==> config.mk <==
export PLATFORM = sky130hd
export DESIGN_NAME = display_sched_flat
export DESIGN_NICKNAME = d
export VERILOG_FILES = /design/src/rtl/display_sched_pkg.sv /design/src/rtl/display_sched_if.sv /design/src/rtl/display_sched_rr_pick.sv /design/src/rtl/display_sched.sv /design/src/flat_wrapper.sv
export SDC_FILE = /design/constraint.sdc
export NUM_CORES = 1
export LEC_CHECK = 0
export CAP_MARGIN = 0
export CELL_PAD_IN_SITES_DETAIL_PLACEMENT = 2
export CELL_PAD_IN_SITES_GLOBAL_PLACEMENT = 2
export CORE_MARGIN = 1
export CORE_UTILIZATION = 34
export CTS_CLUSTER_DIAMETER = 50
export DETAILED_ROUTE_END_ITERATION = 8
export GPL_ROUTABILITY_DRIVEN = 0
export GPL_TIMING_DRIVEN = 0
export PLACE_DENSITY = 0.84
export REMOVE_ABC_BUFFERS = 1
export SYNTH_ARGS = -nofsm -noshare
export SYNTH_HDL_FRONTEND = slang
export SYNTH_SLANG_ARGS = --single-unit
export TNS_END_PERCENT = 5
==> constraint.sdc <==
create_clock -name clk -period 6.25 [get_ports clk]
set_input_delay 1.25 -clock clk [delete_from_list [all_inputs] [get_ports clk]]
set_output_delay 1.25 -clock clk [all_outputs]
set_load 0.05 [all_outputs]
==> src/rtl/display_sched_pkg.sv <==
// disp_pkg: shared types, widths and round-robin index helper for the display scheduler
package disp_pkg;
    typedef enum logic [1:0] {IDLE, SWITCH, OWN} state_t;
    localparam int DIGITS = 4;
    localparam int BCD_W = 4;
    typedef logic [DIGITS*BCD_W-1:0] bcd_word_t;
    function automatic logic [2:0] wrap_add(logic [2:0] base, int off, int n);
        int s = int'(base) + off;
        return 3'(s >= n ? s - n : s);
    endfunction
endpackage

==> src/rtl/display_sched_if.sv <==
// display_sched_if: requester bundle in, grant status and display driver digits out
interface display_sched_if #(parameter int N_REQ = 3);
    import disp_pkg::*;
    logic [N_REQ-1:0] req;
    logic [N_REQ*DIGITS*BCD_W-1:0] req_data;
    logic [N_REQ-1:0] gnt;
    logic [2:0] owner;
    logic busy;
    logic [BCD_W-1:0] d0, d1, d2, d3;
    logic blank;
    modport master(output req, req_data, input gnt, owner, busy, d0, d1, d2, d3, blank);
    modport slave(input req, req_data, output gnt, owner, busy, d0, d1, d2, d3, blank);
endinterface

==> src/rtl/display_sched_rr_pick.sv <==
// rr_pick: combinational round-robin search starting at rr_ptr
module rr_pick import disp_pkg::*; #(
    parameter int N_REQ = 3
) (
    input  logic [N_REQ-1:0] req,
    input  logic [2:0]       rr_ptr,
    output logic [2:0]       winner,
    output logic             any
);
    // scan offsets from farthest to nearest so the nearest asserted request is kept
    always_comb begin
        winner = '0;
        any = 1'b0;
        for (int i = N_REQ - 1; i >= 0; i--) begin
            if (req[wrap_add(rr_ptr, i, N_REQ)]) begin
                winner = wrap_add(rr_ptr, i, N_REQ);
                any = 1'b1;
            end
        end
    end
endmodule

==> src/rtl/display_sched.sv <==
// display_sched: round-robin display sharing with minimum hold and blank handover gap; optional DISP_BLINK_EN blinks owner 0
module display_sched import disp_pkg::*; #(
    parameter int N_REQ     = 3,
    parameter int HOLD_CYC  = 50_000_000,
    parameter int BLINK_DIV = 25_000_000
) (
    input logic clk,
    input logic rst,
    display_sched_if.slave bus
);
    localparam int HW = $clog2(HOLD_CYC + 1);
    state_t state, state_n;
    logic [2:0] rr_ptr, rr_ptr_n, owner, owner_n, winner;
    logic [HW-1:0] hold_cnt, hold_n;
    logic [N_REQ-1:0] gnt, gnt_n;
    logic any, own_req, others, stay, busy, busy_n, blank, blank_n, own_blank;
    bcd_word_t d, d_n;
    rr_pick #(.N_REQ(N_REQ)) u_pick (.req(bus.req), .rr_ptr(rr_ptr), .winner(winner), .any(any));
    assign own_req = |(bus.req & gnt);
    assign others = |(bus.req & ~gnt);
    assign stay = own_req && !(hold_cnt == HW'(HOLD_CYC) && others);
`ifdef DISP_BLINK_EN
    localparam int BW = $clog2(BLINK_DIV + 1);
    logic [BW-1:0] blink_cnt, blink_n;
    logic blink_wrap;
    assign blink_wrap = blink_cnt == BW'(BLINK_DIV - 1);
    assign blink_n = (state == OWN && stay && !blink_wrap) ? blink_cnt + 1'b1 : '0;
    assign own_blank = (blink_wrap && owner == 3'd0) ? ~blank : blank;
    // blink phase counter, restarted on every handover
    always_ff @(posedge clk or posedge rst)
        if (rst) blink_cnt <= '0;
        else blink_cnt <= blink_n;
`else
    assign own_blank = 1'b0;
`endif
    // next state and next output values; anything not owning shows a dark, ungranted display
    always_comb begin
        state_n = state;
        rr_ptr_n = rr_ptr;
        owner_n = owner;
        hold_n = '0;
        gnt_n = '0;
        busy_n = 1'b0;
        d_n = '0;
        blank_n = 1'b1;
        case (state)
            IDLE: state_n = |bus.req ? SWITCH : IDLE;
            SWITCH: begin
                state_n = any ? OWN : IDLE;
                if (any) begin
                    rr_ptr_n = wrap_add(winner, 1, N_REQ);
                    owner_n = winner;
                    gnt_n = N_REQ'(1) << winner;
                    busy_n = 1'b1;
                    d_n = bus.req_data[{winner, 4'b0} +: 16];
                    blank_n = 1'b0;
                end
            end
            default: begin
                state_n = stay ? OWN : (others ? SWITCH : IDLE);
                if (stay) begin
                    hold_n = hold_cnt == HW'(HOLD_CYC) ? hold_cnt : hold_cnt + 1'b1;
                    gnt_n = gnt;
                    busy_n = 1'b1;
                    d_n = bus.req_data[{owner, 4'b0} +: 16];
                    blank_n = own_blank;
                end
            end
        endcase
    end
    // FSM state register
    always_ff @(posedge clk or posedge rst)
        if (rst) state <= IDLE;
        else state <= state_n;
    // arbitration bookkeeping and registered display outputs
    always_ff @(posedge clk or posedge rst) begin
        if (rst) begin
            rr_ptr <= '0;
            owner <= '0;
            hold_cnt <= '0;
            gnt <= '0;
            busy <= 1'b0;
            d <= '0;
            blank <= 1'b1;
        end else begin
            rr_ptr <= rr_ptr_n;
            owner <= owner_n;
            hold_cnt <= hold_n;
            gnt <= gnt_n;
            busy <= busy_n;
            d <= d_n;
            blank <= blank_n;
        end
    end
    assign bus.gnt = gnt;
    assign bus.owner = owner;
    assign bus.busy = busy;
    assign {bus.d3, bus.d2, bus.d1, bus.d0} = d;
    assign bus.blank = blank;
endmodule

==> src/flat_wrapper.sv <==
// flat-port wrapper written by rule: the top's interface ports become plain ports
module display_sched_flat import disp_pkg::*;
#(
    parameter int N_REQ     = 3,
    parameter int HOLD_CYC  = 50_000_000,
    parameter int BLINK_DIV = 25_000_000
)
  (clk, rst, bus_req, bus_req_data, bus_gnt, bus_owner, bus_busy, bus_d0, bus_d1, bus_d2, bus_d3, bus_blank);
  display_sched_if #(.N_REQ(N_REQ)) bus_i ();
  input logic clk;
  input logic rst;
  input wire logic [$bits(bus_i.req)-1:0] bus_req;
  input wire logic [$bits(bus_i.req_data)-1:0] bus_req_data;
  output wire logic [$bits(bus_i.gnt)-1:0] bus_gnt;
  output wire logic [$bits(bus_i.owner)-1:0] bus_owner;
  output wire logic [$bits(bus_i.busy)-1:0] bus_busy;
  output wire logic [$bits(bus_i.d0)-1:0] bus_d0;
  output wire logic [$bits(bus_i.d1)-1:0] bus_d1;
  output wire logic [$bits(bus_i.d2)-1:0] bus_d2;
  output wire logic [$bits(bus_i.d3)-1:0] bus_d3;
  output wire logic [$bits(bus_i.blank)-1:0] bus_blank;
  assign bus_i.req = bus_req;
  assign bus_i.req_data = bus_req_data;
  assign bus_gnt = bus_i.gnt;
  assign bus_owner = bus_i.owner;
  assign bus_busy = bus_i.busy;
  assign bus_d0 = bus_i.d0;
  assign bus_d1 = bus_i.d1;
  assign bus_d2 = bus_i.d2;
  assign bus_d3 = bus_i.d3;
  assign bus_blank = bus_i.blank;
  display_sched #(.N_REQ(N_REQ), .HOLD_CYC(HOLD_CYC), .BLINK_DIV(BLINK_DIV)) u_core (.clk(clk), .rst(rst), .bus(bus_i));
endmodule
==> metrics.cfg, run 1 <==
[worst_setup_path]
timing.critical_path.cells=clkinv_1 -> ha_1 -> inv_1 -> mux2i_2 -> mux2i_1 -> o32a_1 -> nor2_4 -> a21oi_1 -> o22ai_1
critPathArrivalTime_ns=4.38
critical_path_max_stage_delay_ns=0.89
critPathMaxFanout=19
critical_path.n_buffers_inverters=2
critical_path_end_type=register
critical_path.top_delay_family=compound AO/OA/AOI/OAI gates
setup.worst_path.start_class=register
worst_ep_required_time_ns=6.39
crit_slowest_cell=sky130_fd_sc_hd__o32a_1
critical_path_class=register to register

[timing]
max-slew-margin-rel_pct=13.94
setup_total_negative_slack_ns=0
timing.fmax_mhz=236.3
final_hold_viol_count=0
rsz0062_at_grt=no
timing_worst_slew_pin_value_ns=1.288
min_period_ns=4.231
timing.final.ws_setup_ns=2.019
final_period_util_pct=67.70
drv_slew=0
report.final.setup_viol=0
worst_clock_skew_ns=0.01723

[power_and_ir_drop]
internal_power_uw=1060
p_switching_uw=1086
power_frac_comb_pct=67.2
power_switching_share_pct=50.60
pwr-share-clk_pct=10.1
power-per-cell-area_nw_per_um2=479.4
power_uw=2146
leakage_uw=0.001707
sequential_fraction_of_design_power_pct=22.7
vdd_drop_max_uv=207.1

[logic_synthesis]
synth_top_family_by_area=compound AO/OA/AOI/OAI gates
synth_adder_area_share_pct=3.530
post_synth_edffs=0
synthMuxAreaShare_pct=6.107
synth_xor_xnor_area_share_pct=6.424
synth_top_flop_cell=sky130_fd_sc_hd__dfrtp_1
ys_seq_area_share_pct=38.16
synth_compound_gate_area_share_pct=23.44
synthDistinctLibCells=61
async_reset_ff_share_pct=100.0
synthesis.instances=367
post_synth_and_or_nand_nor_area_fraction_pct=17.40
postSynthAreaPerCell_um2=9.658
yosysWarningCount=0
synth-seq-cells=54
synth_area_um2=3545

[clock_network]
clock_sinks=54
post_cts_buffers=0
clock_insertion_delay_worst_skew_ns=0.31
root_buffer=sky130_fd_sc_hd__clkbuf_8
buffer_levels_on_the_longest_clock_path=2
tritoncts.num_buffers=5
cts-htree-levels=2
cts_tree=done
post_cts_hold_buffer_count=0
cts_resized=0
cts.clk_slew.worst_paths_ns=0.11

[routing]
route.detailed.vias_per_inst=5.603
drt_first_iter_violations=103
drc=0
drt-wirelength-per-cell_um=20.31
ant_nets=0
drtPass1Iterations=5
routed-via-count=3177
routed_wirelength_um=11510

[grt]
antenna_violations_before_repair=0
grt_start_max_net_pins=34
first_pass_grt_wire_length_um=19000
grt_remaining_overflow=0
grt_pass1_vias=3629
grt_util_all_layers_pct=21.82

[placement]
hpwlAfterDp_um=8342
dp_worst_setup_slack_ns=1.853
port_buffers=76

[die]
fp.dieH_um=104.1
std_cell_rows=36
fp.dieArea_um2=10840
floorplan.io_pins=77
design.core.area_um2=9955
floorplan.initialDensity_pct=35.61
die_width_um=104.1

[hold_path]
hp-class=register to register

[final_layout]
post_route_cells_drive_above_1_share_pct=10.60
most-common-layout-cells=76 x sky130_fd_sc_hd__clkdlybuf4s50_1, 53 x sky130_fd_sc_hd__dfrtp_1, 46 x sky130_fd_sc_hd__nor2_1
mostFrequentLayoutCell=sky130_fd_sc_hd__clkdlybuf4s50_1
number_of_inserted_diodes=0
post_synthesis_to_final_layout_area_growth_pct=26.30
nets=496

[run_status]
outcome=finished, final reports clean

[flow_run]
maxCapViolCount=0

power groups by stage:
stage,combinational (uW),sequential [uW],clock (uW)
after floorplan,925,597,0
after global placement,1380,493,0
after detailed placement,1440,494,0
after CTS,1450,489,223
after global routing,1550,496,233
final,1440,487,217
registers in the layout, indices dropped and copies added (netlist names):
register          count
u_core.bus.gnt        3
u_core.bus.busy       1
u_core.d             16
u_core.hold_cnt      26
u_core.rr_ptr         3
u_core.bus.owner      3
u_core.bus.blank      1
u_core.state          1
cell usage after synthesis (all sizes together), types with 2 or more instances:
cell | n | area share [%]
a211oi | 2 | 0.92
a21oi | 35 | 6.0
a22o | 16 | 4.0
and2 | 3 | 0.53
and4 | 2 | 0.49
buf | 9 | 2.3
clkbuf | 9 | 0.95
dfrtp | 53 | 37
ha | 10 | 3.5
inv | 15 | 1.6
mux2 | 2 | 0.64
mux2i | 19 | 5.5
nand2 | 16 | 1.7
nand2b | 5 | 0.95
nand3 | 15 | 2.1
nand4 | 11 | 1.9
nor2 | 47 | 5.2
nor2b | 3 | 0.53
nor3 | 5 | 0.71
nor4 | 2 | 0.35
nor4b | 4 | 0.99
o211ai | 2 | 0.42
o21a | 2 | 0.42
o21ai | 7 | 1.1
o221ai | 2 | 0.67
o22ai | 19 | 5.1
o31ai | 2 | 0.42
o32a | 2 | 0.56
o32ai | 2 | 0.49
or3 | 3 | 0.67
xnor2 | 8 | 2.0
xor2 | 18 | 4.4
metrics by stage:
| step | util (%) | instance area, um2 | hold WS (ns) | instances |
|---|---|---|---|---|
| floorplan | - | 3430 | 0.4348 | 349 |
| global placement | 43.77 | 4357 | 0.4635 | 558 |
| detailed placement | 43.97 | 4377 | 0.4664 | 559 |
| CTS | 44.97 | 4477 | 0.4854 | 567 |
| global route | 44.97 | 4477 | 0.5188 | 567 |
| finish | 44.97 | 4477 | 0.4888 | 567 |
worst paths after layout:
| kind | depth (start not counted) | endpoint | slack (ns) | start |
|---|---|---|---|---|
| setup / recovery | 9 | u_core.d[4] | 2.02 | u_core.rr_ptr[0] |
| hold / removal | 1 | u_core.state[0] | 0.49 | u_core.state[0] |
| setup reg to reg | 9 | u_core.d[4] | 2.02 | u_core.rr_ptr[0] |
| hold reg to reg | 1 | u_core.state[0] | 0.49 | u_core.state[0] |
| max in group asynchronous | 3 | u_core.bus.blank | 4.34 | rst |
| min in group asynchronous | 2 | u_core.hold_cnt[3] | 1.28 | rst |
routing by layer:
metal | track usage [%] | vias up | part of all wire [%]
met5 | 0 | - | 0
met4 | 3.776 | 0 | 0.85
met3 | 5.827 | 10 | 5.6
met2 | 40.67 | 78 | 53
met1 | 25.05 | 1614 | 41
li1 | - | 1475 | -
kinds of logic after synthesis:
group,count (synthesis)
xor gates and xnor gates,26
AOI/OAI and AO/OA,101
DFF,54
muxes,21
adders and majority gates,10
and+or+nand+nor,121
buffers and inverters,34
worst register-to-register path, delay by kind of cell (launching register included):
kind / cells / cell delay [ns]
compound gates: 3 / 1.27
mux: 2 / 0.80
flops: 1 / 0.62
buf+inv: 2 / 0.55
fa+ha+maj: 1 / 0.54
simple gates: 1 / 0.30
cell type report:
class	count	area, um2
multi-input cells	279	2017
repair buffers	77	780.7
clock inverters	2	17.52
inverters	16	60.06
well taps	133	166.4
clock buffers	6	82.58
fillers	1076	5478
flip-flops and latches	54	1353
Note: power is estimated with default switching activity, not from simulation.
==> run 2: changes to the inputs <==
--- a/config.mk
+++ b/config.mk
@@ -9,12 +9,12 @@
 export CELL_PAD_IN_SITES_DETAIL_PLACEMENT = 2
 export CELL_PAD_IN_SITES_GLOBAL_PLACEMENT = 2
 export CORE_MARGIN = 1
-export CORE_UTILIZATION = 34
+export CORE_UTILIZATION = 28
 export CTS_CLUSTER_DIAMETER = 50
 export DETAILED_ROUTE_END_ITERATION = 8
 export GPL_ROUTABILITY_DRIVEN = 0
 export GPL_TIMING_DRIVEN = 0
-export PLACE_DENSITY = 0.84
+export PLACE_DENSITY = 0.74
 export REMOVE_ABC_BUFFERS = 1
 export SYNTH_ARGS = -nofsm -noshare
 export SYNTH_HDL_FRONTEND = slang
==> constraint.sdc (replaced) <==
create_clock -name clk -period 3.4 [get_ports clk]
set_input_delay 0.68 -clock clk [delete_from_list [all_inputs] [get_ports clk]]
set_output_delay 0.68 -clock clk [all_outputs]
set_load 0.05 [all_outputs]
==> metrics.cfg, run 2 (same netlist as run 1, synthesis figures left out) <==
[routing]
routed-via-count=3171
route.detailed.vias_per_inst=5.241
drtPass1Iterations=4
routed_wirelength_um=11270
drt_first_iter_violations=108
ant_nets=0
drc=0
drt-wirelength-per-cell_um=18.63

[power_and_ir_drop]
internal_power_uw=2138
p_switching_uw=2007
sequential_fraction_of_design_power_pct=21.7
power-per-cell-area_nw_per_um2=897.6
power_uw=4144
leakage_uw=0.001746
pwr-share-clk_pct=12.1
power_frac_comb_pct=66.2
vdd_drop_max_uv=405.6
power_switching_share_pct=48.42

[clock_network]
buffer_levels_on_the_longest_clock_path=2
clock_sinks=54
cts-htree-levels=2
post_cts_hold_buffer_count=0
clock_insertion_delay_worst_skew_ns=0.29
root_buffer=sky130_fd_sc_hd__clkbuf_16
cts_tree=done
tritoncts.num_buffers=5
cts.clk_slew.worst_paths_ns=0.07

[final_layout]
regMostFlops=u_core.hold_cnt
mostFrequentLayoutCell=sky130_fd_sc_hd__clkdlybuf4s50_1
multi_input_area_um2=2052
post_synthesis_to_final_layout_area_growth_pct=30.25
regArea_um2=1354
design_area_um2=4617
post-route-util_pct=37.96
post_route_cells_drive_above_1_share_pct=11.90
most-common-layout-cells=76 x sky130_fd_sc_hd__clkdlybuf4s50_1, 52 x sky130_fd_sc_hd__dfrtp_1, 46 x sky130_fd_sc_hd__nor2_1
nets=499
number_of_flip_flops_under_the_largest_register_name=26
num-fill-cells=1316
biggest_registers_after_layout=u_core.hold_cnt (26), u_core.d (16)
number_of_inserted_diodes=0

[timing]
timing.fmax_mhz=313.3
holdWs_ns=0.4953
max-slew-margin-rel_pct=27.94
rsz0062_at_grt=no
final_hold_viol_count=0
min_period_ns=3.192
final_period_util_pct=93.88
timing_worst_slew_pin_value_ns=1.081
setup_total_negative_slack_ns=0
drv_slew=0
worst_clock_skew_ns=0.008026
report.final.setup_viol=0

[grt]
antenna_violations_before_repair=0
grt_start_max_net_pins=40
first_pass_grt_wire_length_um=18190
grt_remaining_overflow=0
grt_util_all_layers_pct=17.61
grt_pass1_vias=3578

[die]
die_width_um=114.5
fp.dieH_um=114.5
fp.dieArea_um2=13110
floorplan.initialDensity_pct=29.15
std_cell_rows=40
design.core.area_um2=12160
floorplan.io_pins=77

[worst_setup_path]
setup.worst_path.start_class=register
critical_path_end_type=register
worst_ep_required_time_ns=3.53
critPathArrivalTime_ns=3.33
critPathMaxFanout=21
critical_path_class=register to register

[placement]
placed_cell_area_um2=4423
port_buffers=76
hpwlAfterDp_um=8133

[run_status]
outcome=finished, final reports clean

[hold_path]
hp-class=register to register

[flow_run]
maxCapViolCount=0

==> run 2: final timing paths <==
path | start | to | slack (ns) | depth (start not counted)
worst max-delay path | u_core.rr_ptr[0] | u_core.d[10] | 0.21 | 9
max in group asynchronous | rst | u_core.bus.blank | 2.11 | 3
worst min register to register | u_core.state[0] | u_core.state[0] | 0.50 | 1
min in group asynchronous | rst | u_core.d[3] | 0.69 | 2
worst max register to register | u_core.rr_ptr[0] | u_core.d[10] | 0.21 | 9
worst min-delay path | u_core.state[0] | u_core.state[0] | 0.50 | 1
==> run 2: area by class of cell <==
cell class / count / share of cell area, %
well taps: 168 / 4.553
clock buffers: 8 / 2.954
flip-flops and latches: 54 / 29.32
repair buffers: 80 / 17.40
inverters: 16 / 1.328
multi-input cells: 279 / 44.44
==> run 2: stage by stage <==
step	cells	worst slack [ns]
floorplan	349	0.3050
global placement	593	-0.6873
detailed placement	594	-0.6944
CTS	605	0.1211
global route	605	0.01914
finish	605	0.2082
==> run 2: metal layers <==
layer	vias to the layer above	wire length (um)	share of wire (%)	track usage [%]
li1	1481	-	-	-
met1	1603	4801	43	20.53
met2	75	5702	51	32.53
met3	12	673	6.0	4.553
met4	0	93	0.83	3.203
met5	-	0	0	0
==> run 2: power by group through the flow <==
stage	Sequential [uW]	Clock (uW)	Combinational [uW]
floorplan	1100	0	1700
global placement	910	0	2570
detailed placement	909	0	2640
CTS	904	517	2730
global route	916	530	2940
finish	899	500	2740
==> run 2: worst max-delay path, cell delays in order (launching register included) <==
cell	delay, ns
sky130_fd_sc_hd__dfrtp_2	0.50
sky130_fd_sc_hd__ha_1	0.24
sky130_fd_sc_hd__ha_1	0.23
sky130_fd_sc_hd__a211oi_4	0.31
sky130_fd_sc_hd__mux2i_4	0.40
sky130_fd_sc_hd__mux2i_2	0.36
sky130_fd_sc_hd__o21a_1	0.23
sky130_fd_sc_hd__a2bb2oi_2	0.24
sky130_fd_sc_hd__nand2b_4	0.39
sky130_fd_sc_hd__o22ai_1	0.13
==> run 2: what timing repair did <==
| item | CTS | global route |
|---|---|---|
| resized for setup | 6 | 2 |
| pin swaps | 1 | 0 |
| endpoints found under the setup margin | 23 | 21 |
| buffers inserted | 3 | 0 |
==> run 3: changes to the inputs <==
--- a/config.mk
+++ b/config.mk
@@ -9,14 +9,15 @@
 export CELL_PAD_IN_SITES_DETAIL_PLACEMENT = 2
 export CELL_PAD_IN_SITES_GLOBAL_PLACEMENT = 2
 export CORE_MARGIN = 1
-export CORE_UTILIZATION = 28
+export CORE_UTILIZATION = 34
 export CTS_CLUSTER_DIAMETER = 50
 export DETAILED_ROUTE_END_ITERATION = 8
 export GPL_ROUTABILITY_DRIVEN = 0
 export GPL_TIMING_DRIVEN = 0
-export PLACE_DENSITY = 0.74
+export PLACE_DENSITY = 0.84
 export REMOVE_ABC_BUFFERS = 1
 export SYNTH_ARGS = -nofsm -noshare
 export SYNTH_HDL_FRONTEND = slang
+export SYNTH_HIERARCHICAL = 1
 export SYNTH_SLANG_ARGS = --single-unit
 export TNS_END_PERCENT = 5
==> constraint.sdc (replaced) <==
create_clock -name clk -period 3.8 [get_ports clk]
set_input_delay 0.76 -clock clk [delete_from_list [all_inputs] [get_ports clk]]
set_output_delay 0.76 -clock clk [all_outputs]
set_load 0.05 [all_outputs]
==> metrics.cfg, run 3 <==
[timing]
worst_clock_skew_ns=0.004352
final_hold_viol_count=0
timing.fmax_mhz=269.1
final_period_util_pct=97.79
drv_slew=0
max-slew-margin-rel_pct=19.36
timing_worst_slew_pin_value_ns=1.207
report.final.setup_viol=0
rsz0062_at_grt=yes
min_period_ns=3.716

[power_and_ir_drop]
power_uw=4074
pwr-share-clk_pct=11.2
p_switching_uw=2040
leakage_uw=0.001858
vdd_drop_max_uv=411.3
power_frac_comb_pct=68.8
power_switching_share_pct=50.07
internal_power_uw=2034
power-per-cell-area_nw_per_um2=805.0
sequential_fraction_of_design_power_pct=20.0

[clock_network]
buffer_levels_on_the_longest_clock_path=2
post_cts_hold_buffer_count=0
root_buffer=sky130_fd_sc_hd__clkbuf_16
cts-htree-levels=2
cts.clk_slew.worst_paths_ns=0.07
tritoncts.num_buffers=5
clock_insertion_delay_worst_skew_ns=0.30
cts_tree=done
clock_sinks=54

[die]
floorplan.initialDensity_pct=35.54
design.core.area_um2=11030
std_cell_rows=38
floorplan.io_pins=77
fp.dieArea_um2=11960
fp.dieH_um=109.4
die_width_um=109.4

[worst_setup_path]
timing.reg2reg.setup_slack_ns=0.08
critical_path_class=register to register
worst_r2r_endpoint=u_core/rr_ptr[2]
critical_path_end_type=register
critPathArrivalTime_ns=3.93
setup.worst_path.start_class=register
r2r_start=u_core/rr_ptr[0]
ff2ff_path_depth=14
critPathMaxFanout=19
worst_ep_required_time_ns=4.02

[grt]
grt_remaining_overflow=0
grt_util_all_layers_pct=22.85
antenna_violations_before_repair=0
grt_start_max_net_pins=34
grt_pass1_vias=4192
first_pass_grt_wire_length_um=21270

[final_layout]
post-route-util_pct=45.88
post_synthesis_to_final_layout_area_growth_pct=29.11
num-fill-cells=1215
number_of_flip_flops_under_the_largest_register_name=26
mostFrequentLayoutCell=sky130_fd_sc_hd__clkdlybuf4s50_1
biggest_registers_after_layout=u_core/hold_cnt (26), u_core/d (16)
most-common-layout-cells=76 x sky130_fd_sc_hd__clkdlybuf4s50_1, 52 x sky130_fd_sc_hd__dfrtp_1, 42 x sky130_fd_sc_hd__nand2_1
design_area_um2=5061
post_route_cells_drive_above_1_share_pct=8.772
nets=581
regMostFlops=u_core/hold_cnt
number_of_inserted_diodes=0

[hold_path]
hold_path_end=u_core/bus.owner[2]
holdPathStages=1
hp-class=register to register
hold_start=u_core/bus.owner[2]

[logic_synthesis]
synthesis.instances=444
synth.top_cell.area_share_pct=33.83
ys_seq_area_share_pct=34.50
synth_most_common_cell=sky130_fd_sc_hd__dfrtp_1
synth_area_um2=3920
synth.top_cells.by_count=53 x sky130_fd_sc_hd__dfrtp_1, 42 x sky130_fd_sc_hd__nand2_1, 35 x sky130_fd_sc_hd__mux2i_1
synthDistinctLibCells=64
synth_top_cells_by_area=sky130_fd_sc_hd__dfrtp_1 34%, sky130_fd_sc_hd__mux2i_1 8.9%, sky130_fd_sc_hd__ha_1 4.8%
post_synth_edffs=0
postSynthAreaPerCell_um2=8.829
post-synth-top-area-cell=sky130_fd_sc_hd__dfrtp_1
yosysWarningCount=6
synth_top_flop_cell=sky130_fd_sc_hd__dfrtp_1
synth-seq-cells=54
async_reset_ff_share_pct=100.0

[routing]
drt-wirelength-per-cell_um=21.29
drt_first_iter_violations=129
ant_nets=0
drtPass1Iterations=4
routed-via-count=3810
routed_wirelength_um=13900
route.detailed.vias_per_inst=5.835
drc=0

[placement]
hpwlAfterDp_um=9384
placed_cell_area_um2=4806
port_buffers=76

[run_status]
outcome=finished, final reports clean

[flow_run]
maxCapViolCount=0

## run 3: logic make-up (layout without fill, tap and decap cells)
family / after synthesis / count (layout) / share of synthesized area, %
xor gates and xnor gates: 15 / 15 / 3.352
muxes: 37 / 37 / 9.607
adders and majority gates: 15 / 15 / 4.788
AOI/OAI and AO/OA: 114 / 115 / 19.47
buffers and inverters: 45 / 113 / 5.362
DFF: 54 / 54 / 34.50
and+or+nand+nor: 164 / 164 / 22.92
## run 3: through the flow
step           setup TNS [ns]  hold slack (ns)  std cells  worst slack (ns)
5_1_grt               -0.1852           0.5987        653           -0.1177
3_5_place_dp           -11.14           0.5640        635           -0.6173
3_3_place_gp           -36.90           0.5449        631            -1.934
2_1_floorplan          -6.764           0.5302        415           -0.3881
6_report                    0           0.5760        653           0.08401
4_1_cts                     0           0.5789        642           0.01224
## run 3: area by class of cell
| class | count | area (um2) | share of cell area, % |
|---|---|---|---|
| multi-input combinational | 346 | 2425 | 47.91 |
| sequential | 54 | 1354 | 26.75 |
| timing repair buffer | 90 | 912.1 | 18.02 |
| tap | 140 | 175.2 | 3.461 |
| clock buffer | 5 | 125.1 | 2.472 |
| inverter | 16 | 60.06 | 1.187 |
| clock inverter | 2 | 10.01 | 0.1978 |
## run 3: critical path, cell delays in order (launching register included)
cell and delay, ns:
sky130_fd_sc_hd__dfrtp_2 0.47, sky130_fd_sc_hd__ha_1 0.23, sky130_fd_sc_hd__ha_1 0.21, sky130_fd_sc_hd__or4b_1 0.56, sky130_fd_sc_hd__o21ai_2 0.15, sky130_fd_sc_hd__mux2_4 0.35
sky130_fd_sc_hd__o21a_2 0.25, sky130_fd_sc_hd__o22ai_4 0.20, sky130_fd_sc_hd__buf_12 0.20, sky130_fd_sc_hd__inv_1 0.14, sky130_fd_sc_hd__ha_1 0.26, sky130_fd_sc_hd__nand4b_1 0.17
sky130_fd_sc_hd__o21ai_0 0.14, sky130_fd_sc_hd__a21oi_1 0.13, sky130_fd_sc_hd__o21ai_0 0.19
## run 3: what timing repair did
item	CTS	global route
pin swaps	1	2
cloned	0	1
setup buffers	0	10
gates resized for setup	7	3
setup endpoints to repair	22	22
## run 3: worst max-delay path by stage
stage                                   to        startpoint  slack, ns  cells past startpoint
after global placement        u_core/d[15]  u_core/rr_ptr[0]      -1.93                     11
after detailed placement  u_core/rr_ptr[1]  u_core/rr_ptr[0]      -0.62                     12
after floorplan                u_core/d[0]  u_core/rr_ptr[0]      -0.39                     11
final                     u_core/rr_ptr[2]  u_core/rr_ptr[0]       0.08                     14
after global routing      u_core/rr_ptr[2]  u_core/rr_ptr[0]      -0.12                     14
after CTS                 u_core/rr_ptr[2]  u_core/rr_ptr[0]       0.01                     14
## run 3: power groups by stage
stage	combinational [uW]	clock (uW)	sequential, uW
after floorplan	1500	0	1010
after global placement	2310	0	831
after detailed placement	2490	0	831
after CTS	2570	467	826
after global routing	2990	483	831
final	2800	457	815
## run 3: layer usage
layer / part of all wire (%) / GRT usage (%)
met2: 52 / 43.71
met1: 43 / 26.14
met3: 3.9 / 5.039
met4: 0.98 / 3.619
met5: 0 / 0
